`src/rtl/fib_tx_arb.sv`:
```
// fib_tx_arb: two-channel whole-frame arbiter in the clk_fib domain.
//
// Sits between two write-FIFO pairs (64-bit data FIFO + 32-bit byte-count
// FIFO, both show-ahead) and the single TX frame sender feeding the FMAC.
// One frame at a time is granted. The granted pair is muxed onto the
// sender-facing FIFO interface and the other pair is hidden. The grant is
// released exactly at end-of-frame, using the word count derived from the
// frame's byte count.
//
// Ports:
//   clk_fib, reset_              clock, asynchronous active-low reset
//   rdempty_wf0/1, rdempty_wcf0/1  per-channel data / count FIFO empties
//   dataout_wf0/1, dataout_wcf0/1  per-channel show-ahead FIFO outputs
//   rden_wf0/1, rden_wcf0/1        per-channel FIFO pops (granted channel only)
//   fib_mac_usedw                FMAC TX FIFO fill level (gates new grants)
//   rden_wf, rden_wcf            pops issued by the sender
//   rdempty_wf, rdempty_wcf      empties presented to the sender
//   dataout_wf, dataout_wcf      muxed FIFO data presented to the sender
//   gnt                          one-hot current grant
//   frm_cnt0, frm_cnt1           completed-frame counters (wrap at FFFF)
//   err_stray                    sticky flag for pops outside a legal window
//
// Build option: define FIB_TX_ARB_STRICT_PRIO_EN to make channel 0 win
// whenever it requests. The default build uses round-robin.

module fib_tx_arb #(
  parameter int          DATA_WIDTH   = 64,
  parameter int          BCNT_WIDTH   = 32,
  parameter logic [12:0] USEDW_THRESH = 13'h300
) (
  input  logic                  clk_fib,
  input  logic                  reset_,
  input  logic                  rdempty_wf0,
  input  logic                  rdempty_wcf0,
  input  logic [DATA_WIDTH-1:0] dataout_wf0,
  input  logic [BCNT_WIDTH-1:0] dataout_wcf0,
  output logic                  rden_wf0,
  output logic                  rden_wcf0,
  input  logic                  rdempty_wf1,
  input  logic                  rdempty_wcf1,
  input  logic [DATA_WIDTH-1:0] dataout_wf1,
  input  logic [BCNT_WIDTH-1:0] dataout_wcf1,
  output logic                  rden_wf1,
  output logic                  rden_wcf1,
  input  logic [12:0]           fib_mac_usedw,
  input  logic                  rden_wf,
  input  logic                  rden_wcf,
  output logic                  rdempty_wf,
  output logic                  rdempty_wcf,
  output logic [DATA_WIDTH-1:0] dataout_wf,
  output logic [BCNT_WIDTH-1:0] dataout_wcf,
  output logic [1:0]            gnt,
  output logic [15:0]           frm_cnt0,
  output logic [15:0]           frm_cnt1,
  output logic                  err_stray
);

  typedef enum logic [1:0] {
    ARB_IDLE  = 2'd0,
    ARB_GRANT = 2'd1,
    ARB_XFER  = 2'd2,
    ARB_DONE  = 2'd3
  } arb_state_t;

  arb_state_t  state, state_next;
  logic [1:0]  gnt_next;
  logic        last, last_next;
  logic [13:0] remaining, remaining_next;
  logic [15:0] frm_cnt0_next, frm_cnt1_next;
  logic        err_next;

  logic        req0, req1, pick;
  logic        sel_rdempty_wf, sel_rdempty_wcf;
  logic        pop_wf, pop_wcf;
  logic [16:0] bcnt_sum;
  logic [13:0] words;

  assign req0 = !rdempty_wcf0 & !rdempty_wf0;
  assign req1 = !rdempty_wcf1 & !rdempty_wf1;

  // pick = 1 selects channel 1. Round-robin prefers the channel that was
  // not served last; a lone requester always wins.
`ifdef FIB_TX_ARB_STRICT_PRIO_EN
  assign pick = !req0;
`else
  assign pick = (req0 & req1) ? !last : req1;
`endif

  // Muxing is keyed off the registered grant so it never glitches with requests
  assign sel_rdempty_wf  = gnt[1] ? rdempty_wf1  : rdempty_wf0;
  assign sel_rdempty_wcf = gnt[1] ? rdempty_wcf1 : rdempty_wcf0;
  assign dataout_wf  = gnt[1] ? dataout_wf1  : (gnt[0] ? dataout_wf0  : '0);
  assign dataout_wcf = gnt[1] ? dataout_wcf1 : (gnt[0] ? dataout_wcf0 : '0);

  // Round the byte count up to whole 64-bit words; 17-bit sum avoids overflow at FFFF
  assign bcnt_sum = {1'b0, dataout_wcf[15:0]} + 17'd7;
  assign words    = 14'(bcnt_sum >> 3);

  assign rden_wcf0 = pop_wcf & gnt[0];
  assign rden_wcf1 = pop_wcf & gnt[1];
  assign rden_wf0  = pop_wf  & gnt[0];
  assign rden_wf1  = pop_wf  & gnt[1];

  // Next-state and sender-facing outputs. Empties default high so any pop
  // outside the one open window is both dropped and flagged.
  always_comb begin
    state_next     = state;
    gnt_next       = gnt;
    last_next      = last;
    remaining_next = remaining;
    frm_cnt0_next  = frm_cnt0;
    frm_cnt1_next  = frm_cnt1;
    rdempty_wf     = 1'b1;
    rdempty_wcf    = 1'b1;
    pop_wf         = 1'b0;
    pop_wcf        = 1'b0;

    case (state)
      ARB_IDLE: begin
        gnt_next = 2'b00;
        if ((req0 | req1) && (fib_mac_usedw <= USEDW_THRESH)) begin
          gnt_next   = pick ? 2'b10 : 2'b01;
          state_next = ARB_GRANT;
        end
      end
      ARB_GRANT: begin
        rdempty_wcf = sel_rdempty_wcf;
        pop_wcf     = rden_wcf & !sel_rdempty_wcf;
        if (pop_wcf) begin
          remaining_next = words;
          state_next     = (words != 14'd0) ? ARB_XFER : ARB_DONE;
        end
      end
      ARB_XFER: begin
        // A data FIFO underrun simply holds here until data arrives
        rdempty_wf = sel_rdempty_wf | (remaining == 14'd0);
        pop_wf     = rden_wf & !rdempty_wf;
        if (pop_wf) begin
          remaining_next = remaining - 14'd1;
          if (remaining == 14'd1) state_next = ARB_DONE;
        end
      end
      ARB_DONE: begin
        last_next = gnt[1];
        if (gnt[1]) frm_cnt1_next = frm_cnt1 + 16'd1;
        else        frm_cnt0_next = frm_cnt0 + 16'd1;
        gnt_next   = 2'b00;
        state_next = ARB_IDLE;
      end
      default: begin
        gnt_next   = 2'b00;
        state_next = ARB_IDLE;
      end
    endcase

    err_next = err_stray | (rden_wf & rdempty_wf) | (rden_wcf & rdempty_wcf);
  end

  // State register. last resets to channel 1 so channel 0 wins the first tie.
  always_ff @(posedge clk_fib or negedge reset_) begin
    if (!reset_) begin
      state     <= ARB_IDLE;
      gnt       <= 2'b00;
      last      <= 1'b1;
      remaining <= 14'd0;
      frm_cnt0  <= 16'd0;
      frm_cnt1  <= 16'd0;
      err_stray <= 1'b0;
    end else begin
      state     <= state_next;
      gnt       <= gnt_next;
      last      <= last_next;
      remaining <= remaining_next;
      frm_cnt0  <= frm_cnt0_next;
      frm_cnt1  <= frm_cnt1_next;
      err_stray <= err_next;
    end
  end

endmodule

```
`config.mk`:
```
export PLATFORM = sky130hd
export DESIGN_NAME = fib_tx_arb
export DESIGN_NICKNAME = d
export VERILOG_FILES = /design/src/rtl/fib_tx_arb.sv
export SDC_FILE = /design/constraint.sdc
export NUM_CORES = 1
export LEC_CHECK = 0
export CAP_MARGIN = 20
export CORE_AREA = 5 5 132 134
export DETAILED_ROUTE_END_ITERATION = 10
export DIE_AREA = 0 0 137 139
export GPL_ROUTABILITY_DRIVEN = 0
export GPL_TIMING_DRIVEN = 0
export PLACE_DENSITY = 0.67
export SYNTH_ARGS = -nofsm -noshare
export SYNTH_HDL_FRONTEND = slang
export SYNTH_SLANG_ARGS = --single-unit
```
`constraint.sdc`:
```
create_clock -name clk_fib -period 3.4 [get_ports clk_fib]
set_clock_uncertainty 0.15 [all_clocks]
set_input_delay 0.68 -clock clk_fib [delete_from_list [all_inputs] [get_ports clk_fib]]
set_output_delay 0.68 -clock clk_fib [all_outputs]
set_load 0.02 [all_outputs]
```
# Word-level counts from Yosys, hierarchy flattened
# Cells that the tools add are included.
# op_classes
n_mul	0
bitwise	16
n_mux	23
order_cmp	1
shifts	0
reduce_logical	17
div_mod_pow	0
addsub	4
n_eq_ne	8
# op_table
cell	count
two-way mux 64 bit	2
two-way mux 32 bit	2
adder 16 x 1 -> 16 bit, second input constant	2
two-way mux 14 bit	2
one-hot mux 14 bit (2 select lines)	1
adder 16 x 3 -> 17 bit, second input constant	1
== test 14 x 1 -> 1 bit, second input constant	1
logical NOT 14 bit	1
nonzero test 14 bit	1
subtractor 14 x 1 -> 14 bit, second input constant	1
<= comparator 13 x 10 -> 1 bit, second input constant	1
two-way mux 2 bit	6
AND 1 bit	11
two-way mux 1 bit	8
!= test 2 bit, second input constant	4
one-hot mux 2 bit (4 select lines)	1
logical NOT 1 bit	7
== test 2 bit, second input constant	2
bitwise OR 1 bit	4
one-hot mux 2 bit (2 select lines)	1
AND reduction 2 bit	2
AND reduction 4 bit	1
nonzero test 2 bit	2
AND reduction 3 bit	1
4 further kinds	4
# totals
mem_bits_rw	0
romBits	0
latch_bits	0
word_cells	76
out_inout_bits	137
memories	0
register_bits	52
in_bits	213

# Logic depth before layout (Yosys ltp)
# Gate-level depths: netlist (run 1).
# depth
ltp_word	7
ltp_mapped	9
mapped_depth_nobuf	8

# Worst setup path after synthesis (run 1)
# No wires, ideal clock.
# synth_timing
path_type	register -> output
from	register gnt[1]
to	output dataout_wcf[16]
n_path_buf	6
path_stages_with_launch	8
t_arrival_ns	2.139
setup_slack_ns	0.431
required_time_ns	2.570
path_cell_list	dfrtp_1 buf_2 buf_2 clkbuf_1 clkbuf_1 buf_2 buf_1 a22o_1
# synth_via
elab_chain_len	1
# synth_lines
item	line	source
start, declared	52	output logic [1:0] gnt,
start signal, assigned	171	gnt <= gnt_next;
two-way mux 32 bit	93	assign dataout_wcf = gnt[1] ? dataout_wcf1 : (gnt[0] ? dataout_wcf0 : '0);
end, declared	51	output logic [BCNT_WIDTH-1:0] dataout_wcf,
# Every way passes these cells.

# Worst setup path in the final report (run 1)
# layout_timing
from	register gnt[0]
to	output dataout_wcf[13]
# layout_via
elab_chain_len	2
# layout_lines
item	line
two-way mux 32 bit (2 in a row)	93
# Every way passes these cells.

==> flow_summary.yaml, run 1 <==
drt:
  post_drt_wl_per_cell_microns: 20.5
  routed_wirelength_microns: 21700
  num_vias: 5245
  drtAntennaViolNets: 0
  drc_errors: 0
  route.detailed.vias_per_inst: 4.97
  firstDrtPassIters: 5
  detail_route.iter0.violations: 251
timing:
  setup_tns_final_ps: 0
  holdWs_ps: 190
  hold_viol_final: 0
  count_of_final_setup_violators: 0
  max_slew_margin: 0.627
  grt_setup_unrepaired: "false"
  max_slew.worst_pin.slew_ps: 560
  post-route-min-period_ps: 3340
  final.period_utilization: 0.983
  report.final.slew_viol_count: 0
  achievable_clock_frequency_mhz: 299
critical_path:
  slowest_stage: "sky130_fd_sc_hd__clkdlybuf4s50_1"
  cp_max_fo: 10
  crit-reg2reg-capture: "remaining[3]"
  timing.setup.critical_path_class: "register to output port"
  setup.worst_path.end_class: "output port"
  timing.rr.start: "remaining[0]"
  worst_setup_path_startpoint: "gnt[0]"
  arrival_ps: 2510
  reg2reg_depth: 9
  path_cells: "clkbuf_1 > nand2_1 > o21ai_0 > clkdlybuf4s50_1"
  ff2ff_setup_slack_ps: 660
  worstSetupEndpoint: "dataout_wcf[13]"
  cp_slowest_stage_delay_ps: 700
  setup.worst_path.start_class: "register"
  worst_ep_required_time_ps: 2570
floorplanning:
  die-area_sq_um: 19000
  num_rows: 47
  boundaryPins: 350
  floorplan.core_area_sq_um: 16200
  die_x_microns: 137
  initial_cell_density_of_the_core: 0.255
  floorplan.die.height_microns: 139
clock_tree:
  tritoncts.num_buffers: 5
  cts_hold_repair.buffers: 0
  insertion_delay_ps: 290
  cts_root_buf: "sky130_fd_sc_hd__clkbuf_16"
  cts.sinks: 52
  cts_tree: "yes"
  clock_tree.htree_level_count: 2
  cts-root-to-sink-buffers: 2
  worst_setup_hold_path_clk_slew_ps: 70
hold_path:
  worst_hold_path_type: "input port to asynchronous set/reset pin"
grt:
  grt_pass1_wl_microns: 30900
  largest_net_degree_at_the_start_of_global_routing: 34
  globalRouteOverflowTotal: 0
  antenna_found_initial: 9
  grt_util_all_layers: 0.212
  first_global_vias: 5117
finish:
  layout_area_overhead_pct: 98.8
  layout-drive-gt1-share: 0.0706
  number_of_nets_at_the_end_of_the_flow: 1057
  layout.cells.non_filler: 1056
  antenna-diode-count: 0
run_status:
  outcome: "complete, no violations"
logic_synthesis:
  synth.top_cells.by_area: "sky130_fd_sc_hd__dfrtp_1, sky130_fd_sc_hd__a22o_1, sky130_fd_sc_hd__xnor2_1"
  syn-cell-area_sq_um: 4130
  async_flop_share: 1.00
  syn_nets: 700
  synth_simple_gate_area_share: 0.210
  syn_area_per_cell_sq_um: 8.63
  yosysTopAreaCell: "sky130_fd_sc_hd__dfrtp_1"
  syn-instance-count: 478
  synthMuxAreaShare: 0.0331
  main_combinational_cell_family_by_area_after_synthesis: "compound AO/OA/AOI/OAI gates"
  synth_enable_flop_cells: 0
  dominantRegCellSynth: "sky130_fd_sc_hd__dfrtp_1"
  synth-compound-area-share: 0.298
  ys_types: 57
  synth_xor_area_frac: 0.0743
  ys_seq_area_frac: 0.316
  synth.yosys.warnings: 0
  yosys_register_bits: 52
  adder_cell_fraction_of_synth_area: 0.0273
  synth_top_area_frac: 0.309
power_and_ir_drop:
  power_mw: 3.26
  power_leakage_nw: 4.05
  power_density_over_the_cells_nw_per_um2: 398
  vdd_ir_drop_max_v: 0.000238
place:
  dpl.hpwl_microns: 18500
  placedCellCount: 1048
  buffer_ports.inserted: 349
job:
  cap_viol_max_count: 0
## through the flow
step,worst slack (ps),utilization,instance area [sq um]
finish,57.6,0.507,8200
global route,0.849,0.507,8200
CTS,2.35,0.500,8090
detailed placement,-993,0.489,7910
global placement,-1010,0.488,7900
floorplan,431,-,4130
## area by class of cell
cell class / instances / area, sq um
Inverter: 12 / 45.0
Tap cell: 220 / 275
Clock buffer: 5 / 125
Clock inverter: 3 / 25.0
Sequential cell: 52 / 1310
Buffer: 31 / 199
Timing Repair Buffer: 351 / 3550
Fill cell: 1561 / 7970
Multi-Input combinational cell: 382 / 2680
## cell families (layout without fill, tap and decap cells)
logic type               after synthesis  in the layout
AO/OA/AOI/OAI                        155            155
adder cells (fa/ha/maj)                9              9
multiplexers                          13             13
XOR/XNOR                              35             35
buffers and inverters                 44            402
flip-flops                            52             52
AND/OR/NAND/NOR                      170            170
## critical path: cells and delay by family (launching register included)
kind / cells / cell delay [ps]
compound gates: 1 / 430
buf+inv: 2 / 1180
flops: 1 / 500
simple gates: 1 / 100
## layer usage
layer	routed length [microns]	share of wire	vias to the layer above	global-route usage
met5	129	0.0060	-	0
met4	214	0.0099	18	0.0357
met3	2390	0.11	34	0.0969
met2	9930	0.46	231	0.338
met1	9010	0.42	2428	0.266
li1	-	-	2534	-
## sequential cells by signal, summed over array words and instances, names as in the netlist
| register | count |
|---|---|
| state | 2 |
| frm_cnt0 | 16 |
| err_stray | 1 |
| gnt | 2 |
| last | 1 |
| frm_cnt1 | 16 |
| remaining | 14 |
## what timing repair did
action                     4_1_cts  5_1_grt
buffers inserted                 1        0
pin swaps                        1        0
setup endpoints to repair       92       40
resized for setup               87       51
## cell usage after synthesis, drive strengths merged (2+ instances only)
cell	n
nand2	54
a22o	89
nor3	10
o21a	2
and2	5
a31o	3
buf	13
o21ai	27
nor2b	6
mux2i	8
a31oi	3
a22oi	2
xnor2	27
a211oi	3
o311ai	2
o41ai	2
xor2	8
nand3	26
a221o	4
ha	9
dfrtp	51
o211ai	2
nand4	9
and3	11
mux2	5
a21o	2
a21oi	4
and4	2
a21boi	2
nand2b	5
clkbuf	19
nor4	8
o22ai	3
inv	12
or4	4
nor2	23
## power by group
part | switching [mW] | internal [mW] | leakage, nW
registers | 0.181 | 0.752 | 0.676
logic | 0.940 | 0.873 | 3.31
clock network | 0.239 | 0.278 | 0.0708
total | 1.36 | 1.90 | 4.05
## how the worst min path moves through the flow
stage,cells past startpoint,end,start,slack (ps)
final,1,remaining[0],reset_,190
after global routing,1,remaining[1],reset_,230
after CTS,1,remaining[6],reset_,200
after detailed placement,2,last,last,320
after global placement,1,frm_cnt1[15],frm_cnt1[15],310
after floorplan,0,err_stray,reset_,230
## cell usage in the layout, fill, tap and decap left out, types with 7 or more instances in the layout
cell and instances:
sky130_fd_sc_hd__and3_1 10, sky130_fd_sc_hd__o21ai_0 25, sky130_fd_sc_hd__dlymetal6s2s_1 36, sky130_fd_sc_hd__nand4_1 9
sky130_fd_sc_hd__nand2_1 54, sky130_fd_sc_hd__nor4_1 7, sky130_fd_sc_hd__clkdlybuf4s50_1 263, sky130_fd_sc_hd__a22o_1 89
sky130_fd_sc_hd__clkbuf_4 10, sky130_fd_sc_hd__nor2_1 23, sky130_fd_sc_hd__dlygate4sd2_1 47, sky130_fd_sc_hd__xnor2_1 27
sky130_fd_sc_hd__nand3_1 26, sky130_fd_sc_hd__ha_1 8, sky130_fd_sc_hd__nor3_1 9, sky130_fd_sc_hd__mux2i_1 7
sky130_fd_sc_hd__inv_1 10, sky130_fd_sc_hd__clkbuf_1 7, sky130_fd_sc_hd__xor2_1 8, sky130_fd_sc_hd__dfrtp_1 49
Note: power is estimated with default switching activity, not from simulation.
==> run 2, diff against run 1 <==
--- a/config.mk
+++ b/config.mk
@@ -6,12 +6,10 @@
 export NUM_CORES = 1
 export LEC_CHECK = 0
 export CAP_MARGIN = 20
-export CORE_AREA = 5 5 132 134
+export CORE_AREA = 3 3 134 136
 export DETAILED_ROUTE_END_ITERATION = 10
 export DIE_AREA = 0 0 137 139
-export GPL_ROUTABILITY_DRIVEN = 0
 export GPL_TIMING_DRIVEN = 0
-export PLACE_DENSITY = 0.67
 export SYNTH_ARGS = -nofsm -noshare
 export SYNTH_HDL_FRONTEND = slang
 export SYNTH_SLANG_ARGS = --single-unit
==> run 2 against run 1 <==
Register-to-register slack about the same; worst setup slack gained 57 ps; highest routed layer unchanged; largest power group unchanged; routed wire length increased by 1.4%; maximum frequency is 1.7% higher; clock power is essentially flat; design area shrank 0.35%; core utilization fell by 2.8 points; combinational power is essentially flat; total power is 0.21% higher; sequential power grew 0.4%; first-iteration DRC count increased by 22%; largest cell class unchanged; sequential cell count is the same.
==> flow_summary.yaml, run 2 (synthesized netlist as in run 1, its figures left out) <==
finish:
  commonest_cells_after_routing_fill_and_taps_aside: "sky130_fd_sc_hd__clkdlybuf4s50_1, sky130_fd_sc_hd__a22o_1, sky130_fd_sc_hd__nand2_1"
  layout-drive-gt1-share: 0.0729
  layout.cells.non_filler: 1062
  fin_area_sq_um: 8170
  number_of_nets_at_the_end_of_the_flow: 1058
  antenna-diode-count: 0
  final_cell_utilization_of_the_core: 0.479
  fillers: 1669
  reg.largest.list: "frm_cnt0 x16, frm_cnt1 x16, remaining x14"
  layout.cells.most_common: "sky130_fd_sc_hd__clkdlybuf4s50_1"
  layout_area_overhead_pct: 98.1
clock_tree:
  tritoncts.num_buffers: 5
  clock_tree.htree_level_count: 2
  worst_setup_hold_path_clk_slew_ps: 70
  cts.sinks: 52
  cts_tree: "yes"
  cts_root_buf: "sky130_fd_sc_hd__clkbuf_16"
  cts-root-to-sink-buffers: 2
  insertion_delay_ps: 290
timing:
  setup_tns_final_ps: 0
  hold_viol_final: 0
  report.final.slew_viol_count: 0
  setup_slack_ps: 115
  grt_setup_unrepaired: "false"
  max_slew_margin: 0.595
  final.period_utilization: 0.966
  count_of_final_setup_violators: 0
  max_slew.worst_pin.slew_ps: 607
  post-route-min-period_ps: 3290
  holdWs_ps: 240
  achievable_clock_frequency_mhz: 304
floorplanning:
  num_rows: 48
  die_x_microns: 137
  floorplan.core_area_sq_um: 17100
  initial_cell_density_of_the_core: 0.242
  boundaryPins: 350
  die-area_sq_um: 19000
  floorplan.die.height_microns: 139
critical_path:
  arrival_ps: 2460
  cp_max_fo: 6
  critPathMostFrequentCell: "sky130_fd_sc_hd__and3_1"
  worstSetupEndpoint: "rden_wf1"
  setup.worst_path.start_class: "register"
  crit-reg2reg-capture: "remaining[3]"
  path_cells: "inv_2 > ha_4 > or4b_4 > nor3_4 > nand2_1 > and3_1 > and3_1 > dlygate4sd2_1"
  worst_path_dominant_cell_family: "simple AND/OR/NAND/NOR gates"
  worst_setup_path_startpoint: "remaining[0]"
  timing.rr.start: "remaining[0]"
  ff2ff_setup_slack_ps: 660
  timing.setup.critical_path_class: "register to output port"
  reg2reg_depth: 9
  critical_path.n_buffers_inverters: 2
  worst_ep_required_time_ps: 2570
  setup.worst_path.end_class: "output port"
  slowest_stage: "sky130_fd_sc_hd__or4b_4"
  cp_slowest_stage_delay_ps: 500
  critical_path_cell_count: 8
drt:
  post_drt_wl_per_cell_microns: 20.7
  drtAntennaViolNets: 0
  routed_wirelength_microns: 22000
  num_vias: 5317
  drc_errors: 0
  detail_route.iter0.violations: 305
  firstDrtPassIters: 5
  route.detailed.vias_per_inst: 5.01
grt:
  first_global_vias: 5404
  largest_net_degree_at_the_start_of_global_routing: 28
  grt_pass1_wl_microns: 32400
  grt_util_all_layers: 0.220
  globalRouteOverflowTotal: 0
  antenna_found_initial: 4
place:
  gp_congestion: 0.937
  dp_worst_setup_slack_ps: -951
  buffer_ports.inserted: 349
  postPlaceCellArea_sq_um: 7920
  placedCellCount: 1053
  dpl.hpwl_microns: 18700
hold_path:
  worst_hold_path_type: "input port to asynchronous set/reset pin"
power_and_ir_drop:
  power_density_over_the_cells_nw_per_um2: 400
  total_switching_power_mw: 1.36
  vdd_ir_drop_max_v: 0.000232
  share_of_total_power_in_the_clock_network: 0.158
  power.internal_mw: 1.91
  p_seq_frac: 0.287
  comb_power_share: 0.556
  power.share.switching: 0.417
  power_leakage_nw: 3.88
  power_mw: 3.27
job:
  cap_viol_max_count: 0
run_status:
  outcome: "complete, no violations"
run 2: timing repair:
action | in CTS | in global routing
buffers inserted | 1 | 1
endpoints found under the setup margin | 92 | 42
pin swaps | 1 | 0
gates resized for setup | 108 | 40
hold buffers | 0 | 0
run 2: worst reg2reg max path: stages (launching register included):
cell	delay [ps]
sky130_fd_sc_hd__dfrtp_2	450
sky130_fd_sc_hd__inv_2	90
sky130_fd_sc_hd__ha_4	170
sky130_fd_sc_hd__or4b_4	500
sky130_fd_sc_hd__nor3_4	190
sky130_fd_sc_hd__buf_4	150
sky130_fd_sc_hd__a21boi_1	170
sky130_fd_sc_hd__nand2_1	130
sky130_fd_sc_hd__mux2_2	330
sky130_fd_sc_hd__a221o_1	280
run 2: metal layers:
layer	track usage	vias up	part of all wire
met2	0.372	240	0.49
met1	0.283	2498	0.41
li1	-	2537	-
met5	0	-	0.0022
met4	0.0488	8	0.018
met3	0.0519	34	0.074
run 2: layout make-up:
type                    count  area [sq um]  area share
multi-input cells         382          2680       0.328
plain buffers              31           201      0.0246
clock inverters             3          22.5     0.00276
repair buffers            352          3510       0.430
well taps                 225           282      0.0344
inverters                  12          45.0     0.00551
flip-flops and latches     52          1310       0.160
clock buffers               5           125      0.0153
run 2: power groups by stage:
stage          combinational, mW  sequential (mW)  clock [mW]
2_1_floorplan              0.948            0.934           0
3_3_place_gp                1.79            0.924           0
3_5_place_dp                1.81            0.936           0
4_1_cts                     1.82            0.932       0.533
5_1_grt                     1.97            0.966       0.560
6_report                    1.82            0.937       0.516
run 2: worst min-delay path by stage:
stage          cells after the start    startpoint  slack (ps)           end
6_report                           1        reset_         240  remaining[3]
5_1_grt                            1        reset_         280  remaining[3]
4_1_cts                            1        reset_         260  remaining[3]
3_5_place_dp                       1  frm_cnt0[15]         310  frm_cnt0[15]
3_3_place_gp                       1  frm_cnt0[15]         310  frm_cnt0[15]
2_1_floorplan                      0        reset_         230     err_stray
==> run 3, diff against run 2 <==
--- a/config.mk
+++ b/config.mk
@@ -10,6 +10,8 @@
 export DETAILED_ROUTE_END_ITERATION = 10
 export DIE_AREA = 0 0 137 139
 export GPL_TIMING_DRIVEN = 0
+export REMOVE_ABC_BUFFERS = 1
+export SLEW_MARGIN = 40
 export SYNTH_ARGS = -nofsm -noshare
 export SYNTH_HDL_FRONTEND = slang
 export SYNTH_SLANG_ARGS = --single-unit
==> run 3 against run 2 <==
Sequential cell count unchanged; combinational power down 3%; critical endpoint is now rden_wcf1; total power shrank 0.16%; critical path depth decreased by 3; via count shrank 2.3%; sequential power rose by 3.1%; register-to-register slack got worse by 370 ps; final cell count is 2.4% lower; global-route usage shrank 1.4 points; core utilization is 0.13 points lower; largest power group unchanged; maximum frequency shrank 1.1%.
==> flow_summary.yaml, run 3 (synthesized netlist as in run 1, its figures left out) <==
run_status:
  outcome: "complete, no violations"
clock_tree:
  insertion_delay_ps: 290
  cts_root_buf: "sky130_fd_sc_hd__clkbuf_16"
  cts.sinks: 52
  tritoncts.num_buffers: 5
  cts_tree: "yes"
  worst_setup_hold_path_clk_slew_ps: 80
  cts_hold_repair.buffers: 0
  clock_tree.htree_level_count: 2
  cts-root-to-sink-buffers: 2
timing:
  achievable_clock_frequency_mhz: 301
  hold_viol_final: 0
  grt_setup_unrepaired: "false"
  max_slew.worst_pin.slew_ps: 749
  report.final.slew_viol_count: 0
  count_of_final_setup_violators: 0
  final.period_utilization: 0.977
  post-route-min-period_ps: 3320
  max_slew_margin: 0.501
finish:
  antenna-diode-count: 0
  layout-drive-gt1-share: 0.0567
  fin_area_sq_um: 8150
  final_cell_utilization_of_the_core: 0.478
  fillers: 1656
  layout.cells.non_filler: 1037
  number_of_nets_at_the_end_of_the_flow: 1033
  layout.cells.most_common: "sky130_fd_sc_hd__clkdlybuf4s50_1"
  commonest_cells_after_routing_fill_and_taps_aside: "sky130_fd_sc_hd__clkdlybuf4s50_1, sky130_fd_sc_hd__a22o_1, sky130_fd_sc_hd__nand2_1"
  layout_area_overhead_pct: 97.5
  reg.largest.list: "frm_cnt0 x16, frm_cnt1 x16, remaining x14"
floorplanning:
  die_x_microns: 137
  floorplan.die.height_microns: 139
  num_rows: 48
  initial_cell_density_of_the_core: 0.242
  die-area_sq_um: 19000
  floorplan.core_area_sq_um: 17100
  boundaryPins: 350
critical_path:
  slowest_stage: "sky130_fd_sc_hd__clkdlybuf4s50_1"
  setup.worst_path.start_class: "input port"
  ff2ff_setup_slack_ps: 290
  reg2reg_depth: 10
  worst_ep_required_time_ps: 2570
  timing.setup.critical_path_class: "input port to output port"
  setup.worst_path.end_class: "output port"
  cp_max_fo: 5
  path_cells: "clkdlybuf4s50_1 > mux2i_2 > and3_1 > and2_1 > clkdlybuf4s50_1"
  critPathMostFrequentCell: "sky130_fd_sc_hd__clkdlybuf4s50_1"
  arrival_ps: 2490
  cp_slowest_stage_delay_ps: 610
grt:
  largest_net_degree_at_the_start_of_global_routing: 63
  antenna_found_initial: 2
  first_global_vias: 5400
  grt_pass1_wl_microns: 31000
  globalRouteOverflowTotal: 0
  grt_util_all_layers: 0.206
place:
  buffer_ports.inserted: 349
  gp_congestion: 0.954
  dpl.hpwl_microns: 16900
  placedCellCount: 1027
  postPlaceCellArea_sq_um: 7950
power_and_ir_drop:
  p_seq_frac: 0.296
  power_mw: 3.27
  comb_power_share: 0.539
  power_density_over_the_cells_nw_per_um2: 401
  power.share.switching: 0.410
  share_of_total_power_in_the_clock_network: 0.165
  total_switching_power_mw: 1.34
  power.internal_mw: 1.93
  power_leakage_nw: 3.51
  vdd_ir_drop_max_v: 0.000302
drt:
  route.detailed.vias_per_inst: 5.01
  post_drt_wl_per_cell_microns: 19.9
  num_vias: 5197
  detail_route.iter0.violations: 264
  drc_errors: 0
  routed_wirelength_microns: 20600
  drtAntennaViolNets: 0
  firstDrtPassIters: 5
hold_path:
  worst_hold_path_type: "input port to asynchronous set/reset pin"
job:
  cap_viol_max_count: 0
## run 3: path summary, 6_finish.rpt
| kind | startpoint | end |
|---|---|---|
| max in group asynchronous | reset_ | last |
| hold reg to reg | frm_cnt0[15] | frm_cnt0[15] |
| setup reg to reg | gnt[1] | state[0] |
| min in group clk_fib | frm_cnt0[15] | frm_cnt0[15] |
| setup / recovery | rdempty_wcf1 | rden_wcf1 |
| hold / removal | reset_ | frm_cnt1[15] |
## run 3: power by group through the flow
stage,clock network [mW],registers (mW),logic (mW)
finish,0.539,0.966,1.76
global placement,0,0.965,1.69
detailed placement,0,0.965,1.76
global route,0.578,0.993,1.91
CTS,0.558,0.960,1.77
floorplan,0,0.963,0.906
## run 3: per-layer routing
layer | part of all wire | GRT usage | up-vias | wire length [microns]
met2 | 0.50 | 0.349 | 205 | 10300
li1 | - | - | 2475 | -
met5 | 0.0011 | 0 | - | 22
met1 | 0.43 | 0.273 | 2495 | 8780
met4 | 0.0086 | 0.0273 | 4 | 178
met3 | 0.066 | 0.0490 | 18 | 1360
## run 3: layout make-up
type                    count  area, sq um  area share
repair buffers            358         3680       0.452
inverters                  12         45.0     0.00553
flip-flops and latches     52         1310       0.161
multi-input cells         382         2680       0.328
clock buffers               5          125      0.0154
well taps                 225          282      0.0345
clock inverters             3         28.8     0.00353
## run 3: stage by stage
step | hold WS [ps] | setup TNS [ps] | worst slack, ps
CTS | 132 | 0 | 2.13
detailed placement | 315 | -435 | -152
finish | 125 | 0 | 79.4
global route | 133 | 0 | 3.28
floorplan | 234 | -309800 | -3300
global placement | 310 | -668790 | -6380
## run 3: critical path, delay by kind of cell
family                 cells  cell delay, ps
buffers and inverters      2            1050
and+or+nand+nor            2             480
muxes                      1             280
## run 3: what timing repair did
action,CTS,global route
gates resized for setup,39,25
setup endpoints to repair,47,22
pin swaps,1,0
buffers inserted,1,0
cloned,1,0
